**src/rtl/cdb_arbiter_if.sv**
```systemverilog
// Result-side bus bundle for cdb_arbiter: adder/multiplier result inputs, CDB broadcast and
// FIFO occupancy. The slave modport is the arbiter's view, the master modport is its environment.
interface cdb_arbiter_if #(
    parameter int unsigned TAG_W      = 8,
    parameter int unsigned DATA_W     = 8,
    parameter int unsigned FIFO_DEPTH = 2
);
    localparam int unsigned CntW = $clog2(FIFO_DEPTH) + 1;

    logic              add_in_valid;
    logic [TAG_W-1:0]  add_in_tag;
    logic [DATA_W-1:0] add_in_data;
    logic              add_in_ready;
    logic              mul_in_valid;
    logic [TAG_W-1:0]  mul_in_tag;
    logic [DATA_W-1:0] mul_in_data;
    logic              mul_in_ready;
    logic              cdb_valid;
    logic [TAG_W-1:0]  cdb_tag;
    logic [DATA_W-1:0] cdb_data;
    logic              cdb_src;
    logic [CntW-1:0]   add_count;
    logic [CntW-1:0]   mul_count;

    modport slave (
        input  add_in_valid, add_in_tag, add_in_data,
        input  mul_in_valid, mul_in_tag, mul_in_data,
        output add_in_ready, mul_in_ready,
        output cdb_valid, cdb_tag, cdb_data, cdb_src,
        output add_count, mul_count
    );

    modport master (
        output add_in_valid, add_in_tag, add_in_data,
        output mul_in_valid, mul_in_tag, mul_in_data,
        input  add_in_ready, mul_in_ready,
        input  cdb_valid, cdb_tag, cdb_data, cdb_src,
        input  add_count, mul_count
    );
endinterface

```
**src/rtl/cdb_arbiter.sv**
```systemverilog
// Common Data Bus arbiter: two private result FIFOs (adder, multiplier), one registered broadcast
// per cycle, round-robin on contention. Define CDB_MUL_PRIORITY_EN to give the multiplier priority.
module cdb_arbiter #(
    parameter int unsigned TAG_W      = 8,
    parameter int unsigned DATA_W     = 8,
    parameter int unsigned FIFO_DEPTH = 2
) (
    input logic          clk,
    input logic          rst,
    cdb_arbiter_if.slave bus
);
    localparam int unsigned PtrW  = $clog2(FIFO_DEPTH);
    localparam int unsigned CntW  = PtrW + 1;
    localparam int unsigned EntW  = TAG_W + DATA_W;
    localparam logic [CntW-1:0] Full = CntW'(FIFO_DEPTH);

    localparam logic SrcAdd = 1'b0;
    localparam logic SrcMul = 1'b1;

    logic [EntW-1:0]   add_mem_q [FIFO_DEPTH];
    logic [EntW-1:0]   mul_mem_q [FIFO_DEPTH];
    logic [PtrW-1:0]   add_wr_q, add_wr_d, add_rd_q, add_rd_d;
    logic [PtrW-1:0]   mul_wr_q, mul_wr_d, mul_rd_q, mul_rd_d;
    logic [CntW-1:0]   add_cnt_q, add_cnt_d, mul_cnt_q, mul_cnt_d;
    logic              last_grant_q, last_grant_d;
    logic              cdb_valid_q, cdb_valid_d;
    logic              cdb_src_q, cdb_src_d;
    logic [TAG_W-1:0]  cdb_tag_q, cdb_tag_d;
    logic [DATA_W-1:0] cdb_data_q, cdb_data_d;

    logic add_ready, mul_ready, add_push, mul_push, add_pop, mul_pop;
    logic add_ne, mul_ne, gnt_valid, gnt_src;
    logic [EntW-1:0] add_head, mul_head, gnt_ent;

    // Ready comes from the registered count only, so a full FIFO stays not-ready while popping.
    assign add_ready = (add_cnt_q != Full);
    assign mul_ready = (mul_cnt_q != Full);
    assign add_push  = bus.add_in_valid && add_ready;
    assign mul_push  = bus.mul_in_valid && mul_ready;
    assign add_ne    = (add_cnt_q != '0);
    assign mul_ne    = (mul_cnt_q != '0);
    assign add_head  = add_mem_q[add_rd_q];
    assign mul_head  = mul_mem_q[mul_rd_q];

    always_comb begin
        gnt_valid = add_ne || mul_ne;
        gnt_src   = SrcAdd;
        if (add_ne && mul_ne) begin
`ifdef CDB_MUL_PRIORITY_EN
            gnt_src = SrcMul;
`else
            gnt_src = ~last_grant_q;
`endif
        end else if (mul_ne) begin
            gnt_src = SrcMul;
        end
    end

    assign add_pop = gnt_valid && (gnt_src == SrcAdd);
    assign mul_pop = gnt_valid && (gnt_src == SrcMul);
    assign gnt_ent = (gnt_src == SrcMul) ? mul_head : add_head;

    always_comb begin
        add_wr_d     = add_push ? add_wr_q + PtrW'(1) : add_wr_q;
        mul_wr_d     = mul_push ? mul_wr_q + PtrW'(1) : mul_wr_q;
        add_rd_d     = add_pop ? add_rd_q + PtrW'(1) : add_rd_q;
        mul_rd_d     = mul_pop ? mul_rd_q + PtrW'(1) : mul_rd_q;
        add_cnt_d    = add_cnt_q + CntW'(add_push) - CntW'(add_pop);
        mul_cnt_d    = mul_cnt_q + CntW'(mul_push) - CntW'(mul_pop);
        last_grant_d = gnt_valid ? gnt_src : last_grant_q;
        cdb_valid_d  = gnt_valid;
        cdb_src_d    = cdb_src_q;
        cdb_tag_d    = cdb_tag_q;
        cdb_data_d   = cdb_data_q;
        if (gnt_valid) begin
            cdb_src_d  = gnt_src;
            cdb_tag_d  = gnt_ent[EntW-1:DATA_W];
            cdb_data_d = gnt_ent[DATA_W-1:0];
        end
    end

    always_ff @(posedge clk) begin
        if (!rst && add_push) add_mem_q[add_wr_q] <= {bus.add_in_tag, bus.add_in_data};
        if (!rst && mul_push) mul_mem_q[mul_wr_q] <= {bus.mul_in_tag, bus.mul_in_data};
    end

    always_ff @(posedge clk) begin
        if (rst) begin
            add_wr_q     <= '0;
            add_rd_q     <= '0;
            add_cnt_q    <= '0;
            mul_wr_q     <= '0;
            mul_rd_q     <= '0;
            mul_cnt_q    <= '0;
            last_grant_q <= SrcMul;
            cdb_valid_q  <= 1'b0;
            cdb_src_q    <= 1'b0;
            cdb_tag_q    <= '0;
            cdb_data_q   <= '0;
        end else begin
            add_wr_q     <= add_wr_d;
            add_rd_q     <= add_rd_d;
            add_cnt_q    <= add_cnt_d;
            mul_wr_q     <= mul_wr_d;
            mul_rd_q     <= mul_rd_d;
            mul_cnt_q    <= mul_cnt_d;
            last_grant_q <= last_grant_d;
            cdb_valid_q  <= cdb_valid_d;
            cdb_src_q    <= cdb_src_d;
            cdb_tag_q    <= cdb_tag_d;
            cdb_data_q   <= cdb_data_d;
        end
    end

    assign bus.add_in_ready = add_ready;
    assign bus.mul_in_ready = mul_ready;
    assign bus.add_count    = add_cnt_q;
    assign bus.mul_count    = mul_cnt_q;
    assign bus.cdb_valid    = cdb_valid_q;
    assign bus.cdb_src      = cdb_src_q;
    assign bus.cdb_tag      = cdb_tag_q;
    assign bus.cdb_data     = cdb_data_q;
endmodule

```
**src/flat_wrapper.sv**
```systemverilog
// flat-port wrapper written by rule: the top's interface ports become plain ports
module cdb_arbiter_flat 
#(
    parameter int unsigned TAG_W      = 8,
    parameter int unsigned DATA_W     = 8,
    parameter int unsigned FIFO_DEPTH = 2
)
  (clk, rst, bus_add_in_valid, bus_add_in_tag, bus_add_in_data, bus_mul_in_valid, bus_mul_in_tag, bus_mul_in_data, bus_add_in_ready, bus_mul_in_ready, bus_cdb_valid, bus_cdb_tag, bus_cdb_data, bus_cdb_src, bus_add_count, bus_mul_count);
  cdb_arbiter_if #(.TAG_W(TAG_W), .DATA_W(DATA_W), .FIFO_DEPTH(FIFO_DEPTH)) bus_i ();
  input logic clk;
  input logic rst;
  input wire logic [$bits(bus_i.add_in_valid)-1:0] bus_add_in_valid;
  input wire logic [$bits(bus_i.add_in_tag)-1:0] bus_add_in_tag;
  input wire logic [$bits(bus_i.add_in_data)-1:0] bus_add_in_data;
  input wire logic [$bits(bus_i.mul_in_valid)-1:0] bus_mul_in_valid;
  input wire logic [$bits(bus_i.mul_in_tag)-1:0] bus_mul_in_tag;
  input wire logic [$bits(bus_i.mul_in_data)-1:0] bus_mul_in_data;
  output wire logic [$bits(bus_i.add_in_ready)-1:0] bus_add_in_ready;
  output wire logic [$bits(bus_i.mul_in_ready)-1:0] bus_mul_in_ready;
  output wire logic [$bits(bus_i.cdb_valid)-1:0] bus_cdb_valid;
  output wire logic [$bits(bus_i.cdb_tag)-1:0] bus_cdb_tag;
  output wire logic [$bits(bus_i.cdb_data)-1:0] bus_cdb_data;
  output wire logic [$bits(bus_i.cdb_src)-1:0] bus_cdb_src;
  output wire logic [$bits(bus_i.add_count)-1:0] bus_add_count;
  output wire logic [$bits(bus_i.mul_count)-1:0] bus_mul_count;
  assign bus_i.add_in_valid = bus_add_in_valid;
  assign bus_i.add_in_tag = bus_add_in_tag;
  assign bus_i.add_in_data = bus_add_in_data;
  assign bus_i.mul_in_valid = bus_mul_in_valid;
  assign bus_i.mul_in_tag = bus_mul_in_tag;
  assign bus_i.mul_in_data = bus_mul_in_data;
  assign bus_add_in_ready = bus_i.add_in_ready;
  assign bus_mul_in_ready = bus_i.mul_in_ready;
  assign bus_cdb_valid = bus_i.cdb_valid;
  assign bus_cdb_tag = bus_i.cdb_tag;
  assign bus_cdb_data = bus_i.cdb_data;
  assign bus_cdb_src = bus_i.cdb_src;
  assign bus_add_count = bus_i.add_count;
  assign bus_mul_count = bus_i.mul_count;
  cdb_arbiter #(.TAG_W(TAG_W), .DATA_W(DATA_W), .FIFO_DEPTH(FIFO_DEPTH)) u_core (.clk(clk), .rst(rst), .bus(bus_i));
endmodule
```
**config.mk**
```make
export PLATFORM = sky130hd
export DESIGN_NAME = cdb_arbiter_flat
export DESIGN_NICKNAME = d
export VERILOG_FILES = /design/src/rtl/cdb_arbiter_if.sv /design/src/rtl/cdb_arbiter.sv /design/src/flat_wrapper.sv
export SDC_FILE = /design/constraint.sdc
export NUM_CORES = 1
export LEC_CHECK = 0
export ABC_AREA = 1
export BUFFER_PORTS_ARGS = -buffer_cell sky130_fd_sc_hd__buf_2
export CORE_MARGIN = 1.5
export CORE_UTILIZATION = 50
export CTS_CLUSTER_DIAMETER = 40
export DETAILED_ROUTE_END_ITERATION = 10
export HOLD_SLACK_MARGIN = 0.12
export PLACE_DENSITY_LB_ADDON = 0.08
export SLEW_MARGIN = 40
export SYNTH_ARGS = -nofsm -noshare
export SYNTH_HDL_FRONTEND = slang
export SYNTH_SLANG_ARGS = --single-unit
```
**constraint.sdc**
```tcl
create_clock -name clk -period 2.3 [get_ports clk]
set_input_delay 0.575 -clock clk [delete_from_list [all_inputs] [get_ports clk]]
set_output_delay 0.575 -clock clk [all_outputs]
set_load 0.05 [all_outputs]
```
==> results.cfg <==
[cts]
cts_buffer_depth = 2
h-tree-depth = 3
cts_setup_buffers = 0
cts_resized = 0
cts-root-buf = clkbuf_8
clkLatencyLatePin_ns = 0.36
cts_sinks = 93
clk_pin_slew_ns = 0.10
cts_buffers = 9
cts_tree = yes
hold_buffers = 0

[sta]
finalSetupViolCount = 0
clock_skew_ns = 0.007605
holdWs_ns = 0.3938
max_freq_ghz = 0.5581
final_max_slew_viol_count = 0
maxSlewHeadroom_pct = 58.58
worstMarginPinSlew_ns = 0.6194
hold_viol_final = 0
setup_tns_ns = 0
fin_crit_ns = 1.792
post-route-period-util_pct = 77.90
rsz0062_at_grt = false

[critical_path]
reg2reg_depth = 11
reg2reg_slack_ns = 0.51
worstPathMaxFanout = 7
worstPathRequired_ns = 2.56
end_kind = flop
timing.rr.end = u_core.bus.add_count[1]
r2r_start = u_core.bus.add_count[1]
crit_type = reg2reg
arrival_ns = 2.05
worstSetupStartpointType = flop

[logic_synthesis]
async_flop_share_pct = 0
synthTopCellsByCount = 131 x nand2_1, 64 x edfxtp_1, 63 x inv_1
synth.most_common_cell = nand2_1
yosysSeqAreaShare_pct = 66.23
synth_nets = 422
synth_edf_count = 64
yosys.area.top_type = edfxtp_1
synthFlopType = edfxtp_1
ys_top_cells_by_area = edfxtp_1 51%, dfxtp_1 15%, nand2_1 13%
netlist_area_mm2 = 0.003779
yosys_warnings = 0
ys_seq_elements = 93
syn_avg_cell_area_um2 = 9.892
syn_inst = 382
synth_cell_type_count = 23
synth_top_area_share_pct = 50.86

[status]
status = finished, final reports clean

[final_layout]
instances_no_fill = 550
drive_above_1_share_pct = 20.62
final_cell_area_mm2 = 0.004436
area_growth_pct = 17.38
antennaDiodeCount = 0
num-fill-cells = 653
fin_nets = 486

[routing]
first_pass_iters = 4
highest_layer = met4
wl_per_cell_um = 12.46
drt-total-wl_um = 6855
post-route-drc-count = 0
drtIter0Drc = 111
num_vias = 2571
wl_met2_um = 3465
routed_via_density = 4.675
met3_length_um = 334
drtAntennaViolNets = 0
wirelength_met1_um = 2950

[die]
start_util_pct = 51.82
die_x_um = 89.93
die_area_mm2 = 0.008087
coreArea_mm2 = 0.007292
die_h_um = 89.93
ioPinCount = 60
rows = 31

[global_routing]
grt_pass1_vias = 2508
grt_overflow = 0
grt_antenna_before_repair = 0
grt_pass1_wl_um = 11380
grt_use_total_pct = 18.16
grt_max_degree = 33

[worst_hold_path]
hold_end = u_core.add_mem_q[1][8]
hold_path_startpoint = bus_add_in_tag[0]
whs_path_depth = 1
hp-class = in2reg

[place]
dp.cells = 534
hpwl_um = 4776
gp_congestion = 0.7797
dpl_cell_area_mm2 = 0.004208
portBuffers = 59

[pwr]
peakVddDrop_mv = 1.002
p_per_area_mw_per_mm2 = 1263
leakage_uw = 0.002069

[job]
cap_violations = 0
[area by class of cell]
class                      instances  area (um2)  share of cell area (%)
sequential                        93        2504                   56.45
timing repair buffer              65       340.3                   7.673
tap                               99       123.9                   2.793
clock inverter                     7       103.9                   2.341
inverter                          64       242.7                   5.473
multi-input combinational        213       997.2                   22.48
clock buffer                       9       123.9                   2.793
[state kept, by name, summed over array words and instances, names as in the netlist, named ones only]
signal                count
u_core.bus.cdb_src        1
u_core.last_grant_q       1
u_core.bus.add_count      2
u_core.bus.cdb_tag        8
u_core.mul_mem_q         32
u_core.add_rd_q           1
u_core.mul_wr_q           1
u_core.mul_rd_q           1
u_core.add_mem_q         32
u_core.bus.cdb_data       8
u_core.add_wr_q           1
u_core.bus.cdb_valid      1
u_core.bus.mul_count      2
[how the worst max path moves through the flow]
stage                       startpoint                       to  slack, ns  cells past startpoint
5_1_grt        u_core.bus.add_count[1]  u_core.bus.add_count[1]       0.36                     11
2_1_floorplan  u_core.bus.mul_count[0]   u_core.mul_mem_q[1][0]       0.07                      4
3_5_place_dp   u_core.bus.add_count[1]  u_core.bus.mul_count[1]       0.52                     10
3_3_place_gp   u_core.bus.add_count[1]  u_core.bus.mul_count[1]       0.60                     10
6_report       u_core.bus.add_count[1]  u_core.bus.add_count[1]       0.51                     11
4_1_cts        u_core.bus.add_count[1]  u_core.bus.add_count[1]       0.50                     11
[metal layers]
metal | vias up | global-route usage, %
met1 | 1176 | 22.13
met3 | 10 | 3.553
met2 | 48 | 31.17
met5 | - | 0
li1 | 1337 | -
met4 | 0 | 8.333
[placed cells by master, fill, tap and decap left out]
master      Yosys  routed
ha_1            4       4
buf_4           1       6
o21ai_1         1       1
inv_4           1       1
a21oi_1         5       5
nand2_2         1       1
inv_8           0       1
clkbuf_8        0       9
inv_1          63      63
nand2_1       131     131
buf_2           4      59
bufinv_16       0       2
dfxtp_1        29      28
o21ai_0        16      16
o21ai_4         1       1
inv_6           0       2
nor2_1         14      12
edfxtp_1       64      64
xor2_1          2       2
clkinvlp_4      0       2
nand3_1        32      32
nor2_4          1       2
nor2_2          1       2
dfxtp_2         0       1
a21oi_4         1       1
nor3_4          1       3
[stage by stage]
stage                     utilization (%)  setup WS, ns  power, uW
after global placement              57.70        0.6031       4409
after floorplan                         -       0.07042       3965
after detailed placement            57.70        0.5157       4446
final                               60.83        0.5083       5604
after CTS                           60.83        0.4964       5666
after global routing                60.83        0.3579       5993
[critical path: stages (launching register included)]
cell,delay (ns)
dfxtp_1,0.51
inv_1,0.07
nand2_1,0.14
o21ai_1,0.12
inv_1,0.07
ha_1,0.21
inv_1,0.05
ha_1,0.15
xor2_1,0.19
nand2_1,0.07
nand2_1,0.06
nor2_1,0.04
[cells by family after synthesis]
group | Yosys count | synth area share [%]
AO/OA/AOI/OAI | 24 | 3.775
XOR/XNOR | 2 | 0.4637
adder cells (fa/ha/maj) | 4 | 1.325
buffers and inverters | 76 | 8.245
flip-flops | 93 | 66.23
AND/OR/NAND/NOR | 183 | 19.97
[power breakdown]
group | internal (uW) | switching, uW | leakage [uW]
registers | 2080 | 150 | 0.000827
clock network | 627 | 596 | 0.000108
logic | 582 | 1570 | 0.00113
Note: power is estimated with default switching activity, not from simulation.
